<file path="config.mk">
export PLATFORM = sky130hd
export DESIGN_NAME = bcd_share_arb
export DESIGN_NICKNAME = d
export VERILOG_FILES = /design/src/rtl/bcd_pkg.sv /design/src/rtl/bcd_dabble_core.sv /design/src/rtl/bcd_share_arb.sv
export SDC_FILE = /design/constraint.sdc
export NUM_CORES = 1
export LEC_CHECK = 0
export ABC_AREA = 1
export ABC_CLOCK_PERIOD_IN_PS = 4800
export BUFFER_PORTS_ARGS = -buffer_cell sky130_fd_sc_hd__buf_4
export CAP_MARGIN = 5
export CORE_MARGIN = 5
export CORE_UTILIZATION = 55
export CTS_BUF_LIST = sky130_fd_sc_hd__clkbuf_4
export CTS_CLUSTER_DIAMETER = 80
export DETAILED_ROUTE_END_ITERATION = 8
export MAX_ROUTING_LAYER = met4
export PLACE_DENSITY = 0.88
export SLEW_MARGIN = 40
export SYNTH_ARGS = -nofsm -noshare
export SYNTH_HDL_FRONTEND = slang
export SYNTH_SLANG_ARGS = --single-unit
</file>
<file path="constraint.sdc">
create_clock -name clk -period 4.8 [get_ports clk]
set_input_delay 0.96 -clock clk [delete_from_list [all_inputs] [get_ports clk]]
set_output_delay 0.96 -clock clk [all_outputs]
set_load 0.01 [all_outputs]
</file>
<file path="src/rtl/bcd_pkg.sv">
// bcd_pkg: shared FSM state type, state width and the
// decimal-range helper for the shared BCD converter arbiter.
package bcd_pkg;

  localparam int STATE_W = 2;

  typedef enum logic [STATE_W-1:0] {
    ST_IDLE,
    ST_CONV,
    ST_RESP
  } state_e;

  // 10^(dwidth/4): first value that no longer fits in the
  // available BCD digits.
  function automatic logic [63:0] max_dec(input int dwidth);
    logic [63:0] r;
    r = 64'd1;
    for (int i = 0; i < dwidth / 4; i++) begin
      r = r * 64'd10;
    end
    return r;
  endfunction

endpackage

</file>
<file path="src/rtl/bcd_dabble_core.sv">
// bcd_dabble_core: sequential double-dabble binary->BCD converter.
// load/operand start a run of BWIDTH steps; done flags the end
// of the run and result holds the packed BCD digits until the
// next load.
module bcd_dabble_core #(
  parameter int BWIDTH = 14,
  parameter int DWIDTH = 16
) (
  input  logic              clk,
  input  logic              rst,
  input  logic              load,
  input  logic [BWIDTH-1:0] operand,
  output logic              done,
  output logic [DWIDTH-1:0] result
);

  localparam int CW = $clog2(BWIDTH + 1);

  logic [BWIDTH-1:0] sh_q, sh_d;
  logic [DWIDTH-1:0] bcd_q, bcd_d, adj;
  logic [CW-1:0]     cnt_q, cnt_d;

  always_comb begin
    adj = bcd_q;
    for (int i = 0; i < DWIDTH / 4; i++) begin
      if (bcd_q[i*4 +: 4] > 4'd4) begin
        adj[i*4 +: 4] = bcd_q[i*4 +: 4] + 4'd3;
      end
    end
    sh_d  = sh_q;
    bcd_d = bcd_q;
    cnt_d = cnt_q;
    if (load) begin
      sh_d  = operand;
      bcd_d = '0;
      cnt_d = CW'(BWIDTH);
    end else if (cnt_q != '0) begin
      // digits beyond DWIDTH are dropped on purpose
      bcd_d = DWIDTH'({adj, sh_q[BWIDTH-1]});
      sh_d  = {sh_q[BWIDTH-2:0], 1'b0};
      cnt_d = cnt_q - CW'(1);
    end
  end

  always_ff @(posedge clk or posedge rst) begin
    if (rst) begin
      sh_q  <= '0;
      bcd_q <= '0;
      cnt_q <= '0;
    end else begin
      sh_q  <= sh_d;
      bcd_q <= bcd_d;
      cnt_q <= cnt_d;
    end
  end

  assign done   = (cnt_q == '0);
  assign result = bcd_q;

endmodule

</file>
<file path="src/rtl/bcd_share_arb.sv">
// bcd_share_arb: round-robin arbiter sharing one double-dabble
// converter among NREQ requesters (IDLE -> CONV -> RESP).
// Ports: req_valid/req_bin/req_ready per requester; result on
// rsp_valid/rsp_id/rsp_dec with rsp_ready; busy when not IDLE.
// Define BCD_OVF_DETECT_EN to add the rsp_ovf output.
module bcd_share_arb #(
  parameter int NREQ   = 4,
  parameter int BWIDTH = 14,
  parameter int DWIDTH = 16
) (
  input  logic                     clk,
  input  logic                     rst,
  input  logic [NREQ-1:0]          req_valid,
  input  logic [NREQ*BWIDTH-1:0]   req_bin,
  output logic [NREQ-1:0]          req_ready,
  output logic                     rsp_valid,
  output logic [$clog2(NREQ)-1:0]  rsp_id,
  output logic [DWIDTH-1:0]        rsp_dec,
  input  logic                     rsp_ready,
`ifdef BCD_OVF_DETECT_EN
  output logic                     rsp_ovf,
`endif
  output logic                     busy
);

  import bcd_pkg::*;

  localparam int IW = $clog2(NREQ);

  state_e            state_q, state_d;
  logic [IW-1:0]     last_q, last_d;
  logic [IW-1:0]     id_q, id_d;
  logic [IW-1:0]     win, idx;
  logic              any, accept, done;
  logic [BWIDTH-1:0] win_op;
  logic [DWIDTH-1:0] result;
  int                t;

  // first asserted request at or after last_q+1, wrapping
  always_comb begin
    win = '0;
    idx = '0;
    any = 1'b0;
    t   = 0;
    for (int i = 1; i <= NREQ; i++) begin
      t = int'(last_q) + i;
      if (t >= NREQ) t = t - NREQ;
      idx = IW'(t);
      if (!any && req_valid[idx]) begin
        any = 1'b1;
        win = idx;
      end
    end
  end

  always_comb begin
    win_op = '0;
    for (int k = 0; k < NREQ; k++) begin
      if (win == IW'(k)) win_op = req_bin[k*BWIDTH +: BWIDTH];
    end
  end

  assign req_ready = (state_q == ST_IDLE && any && !rst)
                   ? (NREQ'(1) << win) : '0;
  assign accept    = |(req_valid & req_ready);

  always_comb begin
    state_d = state_q;
    last_d  = last_q;
    id_d    = id_q;
    unique case (state_q)
      ST_IDLE: begin
        if (accept) begin
          state_d = ST_CONV;
          last_d  = win;
          id_d    = win;
        end
      end
      ST_CONV: if (done) state_d = ST_RESP;
      ST_RESP: if (rsp_ready) state_d = ST_IDLE;
      default: state_d = ST_IDLE;
    endcase
  end

  always_ff @(posedge clk or posedge rst) begin
    if (rst) begin
      state_q <= ST_IDLE;
      last_q  <= IW'(NREQ - 1);
      id_q    <= '0;
    end else begin
      state_q <= state_d;
      last_q  <= last_d;
      id_q    <= id_d;
    end
  end

  bcd_dabble_core #(
    .BWIDTH (BWIDTH),
    .DWIDTH (DWIDTH)
  ) u_core (
    .clk     (clk),
    .rst     (rst),
    .load    (accept),
    .operand (win_op),
    .done    (done),
    .result  (result)
  );

  assign rsp_valid = (state_q == ST_RESP);
  assign rsp_id    = rsp_valid ? id_q : '0;
  assign rsp_dec   = rsp_valid ? result : '0;
  assign busy      = (state_q != ST_IDLE);

`ifdef BCD_OVF_DETECT_EN
  localparam logic [63:0] MAXD = max_dec(DWIDTH);
  logic ovf_q;

  always_ff @(posedge clk or posedge rst) begin
    if (rst) begin
      ovf_q <= 1'b0;
    end else if (accept) begin
      ovf_q <= (64'(win_op) >= MAXD);
    end
  end

  assign rsp_ovf = rsp_valid & ovf_q;
`endif

endmodule
</file>
==> impl_metrics.yaml <==
sta:
  grt_setup_unrepaired: "false"
  max-slew-margin-rel: 0.4719
  drv_slew: 0
  worstMarginPinSlew_ns: 0.7900
  hold_violations: 0
  fmax_ghz: 0.2722
  period_share: 0.7653
  finalSetupViolCount: 0
  fin_tns_setup_ns: 0
  skew_ns: 0.01038
  min_period_ns: 3.673
cts:
  clock_path_buffers: 2
  cts_resized: 0
  cts.reportedPaths.clkPinSlew_ns: 0.11
  cts_buffers: 5
  cts_htree_levels: 2
  postCtsSetupBuffers: 0
  clock_sinks: 40
  hold_buffers: 0
  clock_latency_ns: 0.34
  clockRootBuffer: "clkbuf_4"
  cts_tree: "yes"
layout:
  diodes: 0
  nFillCells: 440
  fin_nets: 569
  final_cell_mix: "nand2_1 (99), buf_4 (88), inv_1 (52)"
  drive_above_1_share: 0.2510
  final_common_cell: "nand2_1"
  synthToLayoutAreaGrowth_pct: 23.92
worst_setup_path:
  path_cells: "inv_4 > nand2_1 > nand2_1 > nand2_2 > nand2_2 > inv_2 > nand2_1 > nand2_1 > nand3_1 > nand2_1 > nor2_1 > buf_4"
  worstSetupPathType: "reg -> out"
  setup.worst_path.start: "last_q[0]$_DFFE_PP1P_"
  critical_path.endpoint: "req_ready[2]"
  crit_buf_inv: 3
  critical-path-top-delay-family: "simple AND/OR/NAND/NOR gates"
  worstPathMaxFanout: 21
  worstPathArrival_ns: 2.71
  worstReg2RegStart: "last_q[0]$_DFFE_PP1P_"
  cp.depth: 12
  cpMostUsedCell: "nand2_1"
  cp_slowest_cell: "dfstp_2"
  cpPeakStageDelay_ns: 0.66
  rr_worst_depth: 15
  critical_path_required_ns: 3.84
  r2r_slack_ns: 2.02
  start_kind: "flip-flop"
  r2r-end: "u_core.sh_q[2]$_DFFE_PP0P_"
  end_kind: "primary output"
route:
  ant_nets: 0
  via_per_inst: 5.294
  drt_pre_antenna_iters: 4
  drt_iter0_drc: 237
  via_count: 3028
  route.final.wire_length_um: 7496
  drc: 0
  post_drt_wl_per_cell_um: 13.10
floorplan:
  start_util: 0.5654
  core_um2: 5107
  die_w_um: 82.46
  pin_count: 87
  die_area_um2: 6800
  chipHeight_um: 82.46
  rows: 26
grt:
  grt_pass1_vias: 2777
  grt-ovfl-total: 0
  antenna_found_initial: 0
  grt_usage: 0.2367
  grt_pass1_wl_um: 12250
  grt_max_degree: 41
pwr:
  p_per_area_nw_per_um2: 671.0
  ir_worst_vdd_v: 0.0003620
  p_leak_nw: 1.896
  total_power_mw: 2.401
min_path:
  min_path_type: "reg -> reg"
placed_design:
  finalWeightedCongestion: 0.8471
  io_buffers: 86
  place_hpwl_um: 5659
run_status:
  outcome: "completed"
synth:
  syn_inst: 424
  ys_warn_count: 0
  synth_nets: 492
  ys_types: 32
  synth-seq-cells: 40
  ys_seq_area_frac: 0.3475
  syn-cell-area_um2: 2888
  syn_avg_cell_area_um2: 6.811
job:
  maxCapViolations: 0
sequential cells by signal, indices dropped and copies added, names as in the netlist:
signal and count:
id_q 2, u_core.sh_q 14, u_core.cnt_q 4, state_q 2, u_core.result 16, last_q 2
worst min-delay path: stages (launching register included):
cell and delay, ns:
dfrtp_1 0.36, nand2_1 0.05, o31ai_1 0.05
where the power goes:
group          switching [mW]  total, mW  internal, mW
clock                   0.102      0.169        0.0677
sequential              0.107      0.615         0.508
combinational            1.06       1.62         0.557
total                    1.27       2.40          1.13
metrics by stage:
stage / area [µm²] / std cells / worst slack (ns) / hold WS, ns / utilization
final: 3578 / 572 / 1.127 / 0.4977 / 0.7006
after global routing: 3578 / 572 / 0.9364 / 0.5298 / 0.7006
after CTS: 3578 / 572 / 1.167 / 0.5010 / 0.7006
after detailed placement: 3522 / 564 / 1.174 / 0.4706 / 0.6896
after global placement: 3522 / 564 / 1.317 / 0.4664 / 0.6896
after floorplan: 2888 / 424 / 1.860 / 0.4481 / -
layer usage:
layer	wire length, µm	vias to the layer above	GRT usage	share of wire
met1	3045	1413	0.2872	0.41
met2	4012	77	0.4079	0.54
met5	0	-	-	0
met3	268	21	0.03471	0.036
li1	-	1517	-	-
met4	170	0	0.06977	0.023
synthesized netlist by cell type (all sizes together):
cell,count,area share
or2,1,0.0022
dfstp,2,0.018
o22ai,1,0.0022
nor3,1,0.0017
o2111ai,1,0.0030
a21oi,5,0.0087
clkbuf,6,0.0078
nand4,11,0.024
o31ai,4,0.010
xor2,7,0.021
nor2,51,0.074
buf,12,0.032
dfrtp,38,0.33
mux2i,5,0.017
o21ai,57,0.10
clkinv,1,0.0013
nand2,110,0.15
a211oi,3,0.0078
ha,5,0.022
o211ai,2,0.0052
inv,60,0.079
nand3,41,0.079
worst min path at each step:
stage	from	end	slack, ns	cells past startpoint
after floorplan	u_core.sh_q[0]$_DFFE_PP0P_	u_core.sh_q[0]$_DFFE_PP0P_	0.45	2
after global placement	u_core.result[10]$_DFFE_PP0P_	u_core.result[10]$_DFFE_PP0P_	0.47	2
after detailed placement	u_core.sh_q[0]$_DFFE_PP0P_	u_core.sh_q[0]$_DFFE_PP0P_	0.47	2
after CTS	u_core.result[10]$_DFFE_PP0P_	u_core.result[10]$_DFFE_PP0P_	0.50	2
after global routing	u_core.result[10]$_DFFE_PP0P_	u_core.result[10]$_DFFE_PP0P_	0.53	2
final	u_core.result[10]$_DFFE_PP0P_	u_core.result[10]$_DFFE_PP0P_	0.50	2
cell type report:
cell class	instances	area, µm²	area share
inverters	61	231.5	0.06469
multi-input cells	305	1539	0.4301
clock inverters	1	3.754	0.001049
repair buffers	88	660.6	0.1846
flip-flops and latches	40	1003	0.2804
clock buffers	7	52.55	0.01469
well taps	70	87.58	0.02448
logic make-up after synthesis:
family	synth area share
and+or+nand+nor	0.3332
buffers and inverters	0.1205
AOI/OAI and AO/OA	0.1386
DFF	0.3475
xor gates and xnor gates	0.02123
muxes	0.01733
adders and majority gates	0.02166
No activity file was read; power rests on OpenSTA's default activity.
